[src/rtl/tdoa_angle_estimator.sv]
// rtl/tdoa_angle_estimator.sv - two-channel onset lag to 0..180 bearing with UART handshake
module tdoa_angle_estimator #(
  parameter logic [12:0] CALIB_L  = 13'd7296,
  parameter logic [12:0] CALIB_R  = 13'd7040,
  parameter logic [17:0] THRESH   = 18'd2000,
  parameter int          LAG_BITS = 4,
  parameter int          HOLDOFF  = 4096
) (
  input  logic        clock_i,
  input  logic        reset_i,
  input  logic [17:0] data_l_i,
  input  logic        data_rdy_l_i,
  input  logic [17:0] data_r_i,
  input  logic        data_rdy_r_i,
  input  logic        tx_busy_i,
  output logic [7:0]  angle_o,
  output logic        angle_rdy_o,
  output logic        active_o
);

  localparam int CNT_W  = LAG_BITS + 1;
  localparam int HOLD_W = $clog2(HOLDOFF + 1);
  localparam int PROD_W = CNT_W + 7;
  localparam logic [CNT_W-1:0]  MAX_LAG   = {1'b1, {LAG_BITS{1'b0}}};
  localparam logic [HOLD_W-1:0] HOLD_LAST = HOLD_W'(HOLDOFF - 1);

  typedef enum logic [2:0] {IDLE, WAIT_R, WAIT_L, COMPUTE, SEND, HOLD} state_t;

  state_t              state_q;
  logic [CNT_W-1:0]    lag_q;
  logic [HOLD_W-1:0]   hold_q;
  logic                left_first_q;
  logic [7:0]          angle_q;
  logic                onset_l_q, onset_r_q, tick_q;

  logic [17:0]         mag_l, mag_r;
  logic [PROD_W-1:0]   prod;
  logic [7:0]          off;
  logic [7:0]          angle_d;
  logic                second_onset;

  // |sample - calib| in 19 bits, saturated to 18; wraparound arithmetic gives the two's complement bits
  function automatic logic [17:0] mag_f(input logic [17:0] data, input logic [12:0] calib);
    logic [18:0] diff;
    logic [18:0] absd;
    diff  = {1'b0, data} - {6'b0, calib};
    absd  = diff[18] ? (~diff + 19'd1) : diff;
    mag_f = absd[18] ? 18'h3ffff : absd[17:0];
  endfunction

  assign mag_l = mag_f(data_l_i, CALIB_L);
  assign mag_r = mag_f(data_r_i, CALIB_R);

  // Onset detection and the left sample tick, registered together so they stay aligned
  always_ff @(posedge clock_i or posedge reset_i) begin
    if (reset_i) begin
      onset_l_q <= 1'b0;
      onset_r_q <= 1'b0;
      tick_q    <= 1'b0;
    end else begin
      onset_l_q <= data_rdy_l_i && (mag_l >= THRESH);
      onset_r_q <= data_rdy_r_i && (mag_r >= THRESH);
      tick_q    <= data_rdy_l_i;
    end
  end

  // lag*90 >> LAG_BITS via shift-add, then fold around broadside by arrival order
  always_comb begin
    prod    = (PROD_W'(lag_q) << 6) + (PROD_W'(lag_q) << 4)
            + (PROD_W'(lag_q) << 3) + (PROD_W'(lag_q) << 1);
    off     = prod[PROD_W-1:LAG_BITS];
    angle_d = left_first_q ? (8'd90 - off) : (8'd90 + off);
    second_onset = (state_q == WAIT_R) ? onset_r_q : onset_l_q;
  end

  // Event sequencer: wait for both onsets, compute, hand off to UART, then hold off
  always_ff @(posedge clock_i or posedge reset_i) begin
    if (reset_i) begin
      state_q      <= IDLE;
      lag_q        <= '0;
      hold_q       <= '0;
      left_first_q <= 1'b0;
      angle_q      <= 8'd90;
    end else begin
      case (state_q)
        IDLE: begin
          if (onset_l_q && onset_r_q) begin
            lag_q   <= '0;
            state_q <= COMPUTE;
          end else if (onset_l_q) begin
            left_first_q <= 1'b1;
            lag_q        <= '0;
            state_q      <= WAIT_R;
          end else if (onset_r_q) begin
            left_first_q <= 1'b0;
            lag_q        <= '0;
            state_q      <= WAIT_L;
          end
        end
        WAIT_R, WAIT_L: begin
          // the second onset wins over a same-cycle tick, so the pre-increment count is kept
          if (second_onset) begin
            state_q <= COMPUTE;
          end else if (tick_q) begin
            if (lag_q == MAX_LAG) begin
              hold_q  <= '0;
              state_q <= HOLD;
            end else begin
              lag_q <= lag_q + 1'b1;
            end
          end
        end
        COMPUTE: begin
          angle_q <= angle_d;
          state_q <= SEND;
        end
        SEND: begin
          if (!tx_busy_i) begin
            hold_q  <= '0;
            state_q <= HOLD;
          end
        end
        HOLD: begin
          if (tick_q) begin
            if (hold_q == HOLD_LAST) begin
              hold_q  <= '0;
              lag_q   <= '0;
              state_q <= IDLE;
            end else begin
              hold_q <= hold_q + 1'b1;
            end
          end
        end
        default: state_q <= IDLE;
      endcase
    end
  end

  assign angle_o     = angle_q;
  assign angle_rdy_o = (state_q == SEND) && !tx_busy_i;
  assign active_o    = (state_q != IDLE);

endmodule

[config.mk]
export PLATFORM = sky130hd
export DESIGN_NAME = tdoa_angle_estimator
export DESIGN_NICKNAME = d
export VERILOG_FILES = /design/src/rtl/tdoa_angle_estimator.sv
export SDC_FILE = /design/constraint.sdc
export NUM_CORES = 1
export LEC_CHECK = 0
export CORE_MARGIN = 10
export CORE_UTILIZATION = 60
export DETAILED_ROUTE_END_ITERATION = 7
export HOLD_SLACK_MARGIN = 0.15
export PLACE_DENSITY_LB_ADDON = 0.1
export SETUP_SLACK_MARGIN = 0.5
export SKIP_CTS_REPAIR_TIMING = 1
export SLEW_MARGIN = 20
export SYNTH_ARGS = -nofsm -noshare
export SYNTH_HDL_FRONTEND = slang
export SYNTH_SLANG_ARGS = --single-unit
[constraint.sdc]
create_clock -name clock_i -period 9 [get_ports clock_i]
set_input_delay 2.7 -clock clock_i [delete_from_list [all_inputs] [get_ports clock_i]]
set_output_delay 2.7 -clock clock_i [all_outputs]
set_load 0.05 [all_outputs]
==> metrics.txt <==
status=finished clean; area grow syn2layout=18.5%; Critical Path Start Type=input pin; Detailed Route WL=7.62 mm; synthesized area=3410 sq um; crit path launch=tx_busy_i; Root Driver=clkbuf_8; Setup CP Type=in -> out; pre-CTS setup slack=2.17 ns; RSZ-0062 raised after global routing=no; WP data required=6.30 ns; clock network fraction of total power=0.142; EDFF count, synth=0; HP Start=angle_o[1]; DRC Markers=0; share of cells above drive strength 1=0.0578; Net Count, Synth=492; DR iter-0 viols=234; Port Buf Inserts=50; Final WS setup=2.19 ns; Worst Tran Pin Value=0.836 ns; CP dominant cell by count=clkdlybuf4s50_1; initial antenna violation count=0; Clk pin slew, worst setup/hold paths=0.07 ns; nets=536; core area=5510 sq um; Syn Inst Count=422; Logic pwr share=0.547; HPWL Detailed=6.08 mm; first-pass GRT wire length=13.0 mm; Max Cap Viol=0; Synth Warn #=0; Post-DRT Antenna Nets=0; post-synthesis register bit count=33; Seq/Total Area, Yosys=0.244; Synth Area in Adders=0.120; sw power=0.000369 W; Layout Skew=0.00566 ns; Worst setup EP type=output pin; mux cell area share after synthesis=0.0250; largest family of logic cells by synthesized area=compound AO/OA/AOI/OAI gates; GPL Wtd Cong=0.854; total die area=9100 sq um; CP cell instances=clkdlybuf4s50_1 > nor3_1 > clkdlybuf4s50_1; TritonCTS clock tree=done; Row Count=27; P_int=0.000408 W; FFs w/ async S/R, synth=1.00; Worst VDD drop=0.000182 V; total track usage=0.167; Worst-Skew Late Latency=0.28 ns; iteration count of the initial detailed-routing pass=4; clk buf depth=2; Syn Area/Cell=8.08 sq um; Slew HR=0.438; Post-Synth XOR/XNOR Area=0.0617; Hold Slack=0.476 ns; post-route minimum period=6.81 ns; Overflow after GRT=0; number of CTS-inserted buffers=5; Compound-Gate Fraction of Synth Area=0.265; vias in the first global route=3019; IO Count=51; die width=95.4 um; vias=3272; H-tree levels=2; Final Hold Viols=0; Hold/Removal Path Class=reg -> reg; reg-to-reg startpoint=lag_q[0]; Inserted Diodes=0; Initial Utilization=0.619; final core utilization=0.733; # clock sinks=33; power density over cell area=192 nW/um^2; critical path's largest stage delay=0.83 ns; Sw Ratio=0.475; overall die height=95.4 um; final period utilization=0.757; final slew viol count=0; Setup TNS Final=0 ns; Flop pwr share=0.312; simple-gate portion of the synthesized area=0.239; # setup viols final=0; pin count of the biggest net entering global routing=27; Worst path slowest cell=clkdlybuf4s50_1; FMAX=147 MHz; post-synth cell types=64; post-DR wirelength/cell=14.1 um; CP Max Fanout=2; vias per inst=6.07; arrival time of the worst setup path=4.11 ns; static leakage=1.71 nW; top_reg_cell synth=dfrtp_1
synthesized netlist by cell type (5+ instances only):
cell type | count | area [sq um]
xnor2_1 | 13 | 114
nor4_1 | 7 | 43.8
o31ai_1 | 10 | 75.1
a22oi_1 | 5 | 37.5
clkbuf_1 | 12 | 45.0
nor2_1 | 24 | 90.1
xor2_1 | 11 | 96.3
nand3_1 | 11 | 55.1
fa_1 | 5 | 100
a31oi_1 | 9 | 56.3
a211oi_1 | 8 | 60.1
a211o_1 | 5 | 43.8
o21ai_0 | 36 | 180
nor2b_1 | 6 | 37.5
or3_1 | 5 | 31.3
nand2_1 | 41 | 154
and3_1 | 9 | 56.3
nor3_1 | 14 | 70.1
dfrtp_1 | 29 | 726
inv_1 | 26 | 97.6
nand2b_1 | 7 | 43.8
and2_1 | 5 | 31.3
a21oi_1 | 17 | 85.1
o21bai_1 | 5 | 37.5
ha_1 | 24 | 300
power by group through the flow:
stage	clock (W)	sequential [W]	combinational, W
final	0.000110	0.000242	0.000425
after detailed placement	0	0.000244	0.000425
after floorplan	0	0.000277	0.000272
after global placement	0	0.000241	0.000415
after CTS	0.000112	0.000241	0.000427
after global routing	0.000119	0.000250	0.000471
per-stage QoR:
step	total power, W	std cells	area, sq um
5_1_grt	0.000840	539	4040
2_1_floorplan	0.000549	422	3410
3_3_place_gp	0.000656	531	3950
3_5_place_dp	0.000669	531	3950
6_report	0.000776	539	4040
4_1_cts	0.000780	539	4040
cell type report:
class,count,area (sq um)
multi-input combinational,349,2430
fill,447,1470
sequential,33,831
timing repair buffer,51,508
inverter,26,97.6
tap,72,90.1
clock buffer,5,68.8
clock inverter,3,17.5
metal layers:
layer / part of all wire / vias to the layer above / GRT usage
met5: 0 / - / 0
met3: 0.045 / 5 / 0.0314
met2: 0.49 / 65 / 0.295
met1: 0.46 / 1534 / 0.203
met4: 0.0076 / 0 / 0.0467
li1: - / 1668 / -
cells in the final DEF, fill, tap and decap left out, types with 6 or more instances in the layout:
cell,count
xor2_1,11
clkdlybuf4s50_1,50
o21ai_0,36
nor4_1,7
nor3_1,14
a21oi_1,17
ha_1,24
nor2_1,24
inv_1,26
o31ai_1,10
a211oi_1,8
dfrtp_1,29
xnor2_1,13
nand2b_1,7
a31oi_1,9
nand3_1,11
nor2b_1,6
nand2_1,41
and3_1,9
sequential cells by signal, summed over array words and instances (netlist names):
name and cells:
left_first_q 1, onset_r_q 1, onset_l_q 1, lag_q 5, hold_q 13, state_q 3
tick_q 1, angle_o 8
path summary, 6_finish.rpt:
check | endpoint | slack, ns | depth (start not counted)
setup / recovery | angle_rdy_o | 2.19 | 3
hold / removal | angle_o[1] | 0.48 | 2
setup reg to reg | angle_o[7] | 5.63 | 10
hold reg to reg | angle_o[1] | 0.48 | 2
max in group asynchronous | angle_o[1] | 5.69 | 3
min in group asynchronous | hold_q[4] | 2.64 | 2
critical path, delay by kind of cell:
kind,cells,cell delay [ns]
simple gates,1,0.17
buf+inv,2,1.25
cell families (layout without fill, tap and decap cells):
kind of cell,count (synthesis),count (layout)
AO/OA/AOI/OAI,133,133
XOR/XNOR,24,24
adder cells (fa/ha/maj),30,30
buffers and inverters,40,85
flip-flops,33,33
multiplexers,8,8
AND/OR/NAND/NOR,154,154
(Power assumes the default switching activity.)
==> RTL change 1, RTL diff (config.mk and constraints unchanged) <==
The parameter `LAG_BITS` goes from 4 to 6.
--- a/src/rtl/tdoa_angle_estimator.sv
+++ b/src/rtl/tdoa_angle_estimator.sv
@@ -3,7 +3,7 @@
   parameter logic [12:0] CALIB_L  = 13'd7296,
   parameter logic [12:0] CALIB_R  = 13'd7040,
   parameter logic [17:0] THRESH   = 18'd2000,
-  parameter int          LAG_BITS = 4,
+  parameter int          LAG_BITS = 6,
   parameter int          HOLDOFF  = 4096
 ) (
   input  logic        clock_i,
Check against the original RTL: not equivalent (Yosys sat finds a counterexample within 10 cycles, from zero or initial values and one cycle with reset_i high).
==> RTL change 1 against the unedited design <==
  * Worst hold slack improved by 1.3 ps
  * Die area rose by 7.5%
  * Sequential share of layout area fell by 0.47 points
  * Synthesized cell count rose by 11%
  * Routed wire length rose by 11%
  * Sequential cell count rose by 2
  * Cell area rose by 8.5%
  * First-iteration DRC count rose by 9.4%
  * Setup slack got worse by 11 ps
  * Largest cell class unchanged
  * Synthesized area rose by 9.5%
  * Total power fell by 3.0%
==> RTL change 1: results <==
[synthesis]
synthAdderAreaFrac_pct = 15.1
synthCells = 469
yosysSeqAreaShare_pct = 23.6
syn_nets = 549
synth_compound_area_share_pct = 21.5
synthXorXnorAreaFrac_pct = 7.74
muxShareOfSynthArea_pct = 1.98
synth.distinct_cells = 66
synth.area.top_cells = dfrtp_1, ha_1, o21ai_0
netlist_top_cells_count = nand2_1, nor2_1, o21ai_0

[setup_path]
r2r_setup_slack_ps = 4930
worstRegToRegCells = 14
arrival_ps = 4130
rr_startpoint = lag_q[3]
r2r_end = angle_o[6]

[outcome]
status = complete, no violations

[global_routing]
grt_max_degree = 26
grt_pass1_vias = 3337
grt_usage_pct = 16.7

[drt]
routed_wl_um = 8450
wl_per_cell_um = 14.3
viasPerCell = 6.13
drtIter0Drc = 256

[placement]
dpl.hpwl_um = 6720
post-place-cells = 581
gp_congestion = 0.888

[finish]
layout-drive-gt1-share_pct = 4.67

[timing]
slew_headroom_pct = 40.1
clock_skew_ps = 6.27

[power]
ir_drop_mv = 0.220
[RTL change 1: cell count changes after synthesis, sizes merged, moves of 5 or more]
cell    change
a211oi      -5
a21oi      +10
a22oi       -5
a31oi       -6
ha          +6
nand3      +15
nand4       +6
nor2       +18
xor2        +5
[RTL change 1: worst min-delay path by stage]
stage / from / endpoint / slack (ps) / cells after the start
after global routing: angle_o[6] / angle_o[6] / 500 / 2
after detailed placement: angle_o[3] / angle_o[3] / 470 / 2
after global placement: angle_o[0] / angle_o[0] / 460 / 2
after CTS: angle_o[3] / angle_o[3] / 480 / 2
after floorplan: hold_q[12] / hold_q[12] / 450 / 1
final: angle_o[3] / angle_o[3] / 480 / 2
[RTL change 1: metal layers]
layer | up-vias | track usage (%) | part of all wire [%]
li1 | 1799 | - | -
met1 | 1719 | 20.3 | 45
met2 | 82 | 28.7 | 49
met3 | 11 | 3.28 | 4.4
met4 | 0 | 5.18 | 1.3
met5 | - | 0 | 0
[RTL change 1: tightest hold or removal path, stage by stage (launching register included)]
cell and delay, ps:
dfstp_2 370, nand2_1 40, o21ai_0 70
[RTL change 1: kinds of logic after synthesis]
kind of cell	Yosys count
flops	35
mux	7
compound gates	122
simple gates	189
buf+inv	43
fa+ha+maj	40
xor+xnor	33
[RTL change 1: through the flow]
stage | util, % | worst slack [ps] | area, sq um
6_report | 73.2 | 2170 | 4380
5_1_grt | 73.2 | 2110 | 4380
4_1_cts | 73.2 | 2160 | 4380
3_5_place_dp | 71.4 | 2160 | 4280
3_3_place_gp | 71.4 | 2180 | 4280
2_1_floorplan | - | 2460 | 3730
[RTL change 1: where the power goes]
part / internal (mW) / switching [mW]
clock network: 0.0695 / 0.0559
logic: 0.150 / 0.236
registers: 0.196 / 0.0462
[RTL change 1: area by class of cell]
type,count,area [sq um]
inverters,29,109
well taps,75,93.8
fillers,486,1610
repair buffers,51,508
clock buffers,7,96.3
clock inverters,1,7.51
flip-flops and latches,35,881
multi-input cells,391,2690
==> RTL change 2, RTL diff (config.mk and constraints unchanged) <==
Made on the original files. The 6 states of `state_t` get a one-hot encoding in 6 bits.
--- a/src/rtl/tdoa_angle_estimator.sv
+++ b/src/rtl/tdoa_angle_estimator.sv
@@ -24,7 +24,7 @@
   localparam logic [CNT_W-1:0]  MAX_LAG   = {1'b1, {LAG_BITS{1'b0}}};
   localparam logic [HOLD_W-1:0] HOLD_LAST = HOLD_W'(HOLDOFF - 1);
 
-  typedef enum logic [2:0] {IDLE, WAIT_R, WAIT_L, COMPUTE, SEND, HOLD} state_t;
+  typedef enum logic [5:0] {IDLE = 6'b000001, WAIT_R = 6'b000010, WAIT_L = 6'b000100, COMPUTE = 6'b001000, SEND = 6'b010000, HOLD = 6'b100000} state_t;
 
   state_t              state_q;
   logic [CNT_W-1:0]    lag_q;
Function: no difference found for any inputs over 10 cycles, from zero or initial values and one cycle with reset_i high; not proved beyond that.
==> RTL change 2 against the unedited design <==
  * Clock power increased by 34%
  * Sequential cell count rose by 3
  * Setup slack improved by 71 ps
  * Critical path type unchanged
  * Synthesized area rose by 9.2%
  * First-iteration DRC count down 50%
  * Worst hold slack got worse by 6.2 ps
  * Cell count up 5.2%
  * Total power is 0.12% higher
  * Synthesized cell count is 6.6% higher
  * Routed wire length up 9.2%
  * Critical endpoint unchanged
  * Cell area increased by 7.8%
==> RTL change 2: results <==
[synthesis]
netlist_top_cells_count = nand2_1, o21ai_0, dfrtp_1
yosysSeqAreaShare_pct = 24.4
syn_nets = 520
synth.area.top_cells = dfrtp_1, ha_1, o21ai_0
synth.distinct_cells = 70

[drt]
wl_per_cell_um = 14.7
dr_total_vias = 3503
drtIter0Drc = 117

[timing]
max_slew.worst_pin.slew_ps = 793
clock_skew_ps = 10.1

[power]
leakage_nw = 1.79
ir_drop_mv = 0.136

[placement]
gp_congestion = 0.890
port_buffers = 50
dpl.hpwl_um = 6560

[setup_path]
crit_path_max_incr_delay_ps = 810
arrival_ps = 4040
rr_startpoint = lag_q[1]

[cts]
clk_latency_ps = 300

[finish]
nets = 561
layout-drive-gt1-share_pct = 8.33
regMostFlops = hold_q

[global_routing]
grt_pass1_wl_um = 14100
grt_usage_pct = 16.4
grt_pass1_vias = 3327
grt_max_degree = 32
antenna_found_initial = 0

[outcome]
status = complete, no violations

[hold_path]
hold_start = angle_o[6]
## RTL change 2: cell families (layout without fill, tap and decap cells)
logic type / Yosys count / in the layout / synth area share [%]
and+or+nand+nor: 196 / 196 / 30.1
AOI/OAI and AO/OA: 121 / 121 / 23.0
buffers and inverters: 40 / 82 / 4.47
DFF: 36 / 36 / 24.4
adders and majority gates: 29 / 29 / 10.8
xor gates and xnor gates: 18 / 18 / 4.44
muxes: 10 / 10 / 2.86
## RTL change 2: worst max-delay path, delay by kind of cell
kind,cells,cell delay (ps)
and+or+nand+nor,1,110
buffers and inverters,2,1240
## RTL change 2: where the power goes
group,switching [mW],leakage [nW],internal [mW]
Sequential,0.0436,0.471,0.202
Combinational,0.233,1.26,0.152
Clock,0.0646,0.0541,0.0820
Total,0.341,1.79,0.436
## RTL change 2: final timing paths
kind | endpoint | slack, ps | depth (start not counted)
setup / recovery | angle_rdy_o | 2260 | 3
hold / removal | angle_o[6] | 470 | 2
setup reg to reg | angle_o[7] | 5280 | 10
hold reg to reg | angle_o[6] | 470 | 2
max in group asynchronous | state_q[0] | 5710 | 3
min in group asynchronous | hold_q[11] | 2600 | 2
## RTL change 2: routing by layer
| layer | part of all wire (%) | track usage [%] |
|---|---|---|
| met1 | 46 | 18.8 |
| met2 | 48 | 29.3 |
| met3 | 4.4 | 3.56 |
| met4 | 1.7 | 5.51 |
| met5 | 0 | 0 |
## RTL change 2: cell type report
type / count / area, sq um / area share, %
flip-flops and latches: 36 / 907 / 20.8
repair buffers: 51 / 508 / 11.7
multi-input cells: 374 / 2650 / 60.8
clock inverters: 3 / 42.5 / 0.977
inverters: 23 / 86.3 / 1.98
clock buffers: 5 / 68.8 / 1.58
well taps: 75 / 93.8 / 2.15
## RTL change 2: per-stage QoR
step / std cells / cell area, sq um / setup WS, ps
6_report: 567 / 4360 / 2260
5_1_grt: 567 / 4360 / 2210
4_1_cts: 567 / 4360 / 2240
3_5_place_dp: 559 / 4240 / 2240
3_3_place_gp: 559 / 4240 / 2270
2_1_floorplan: 450 / 3720 / 2950
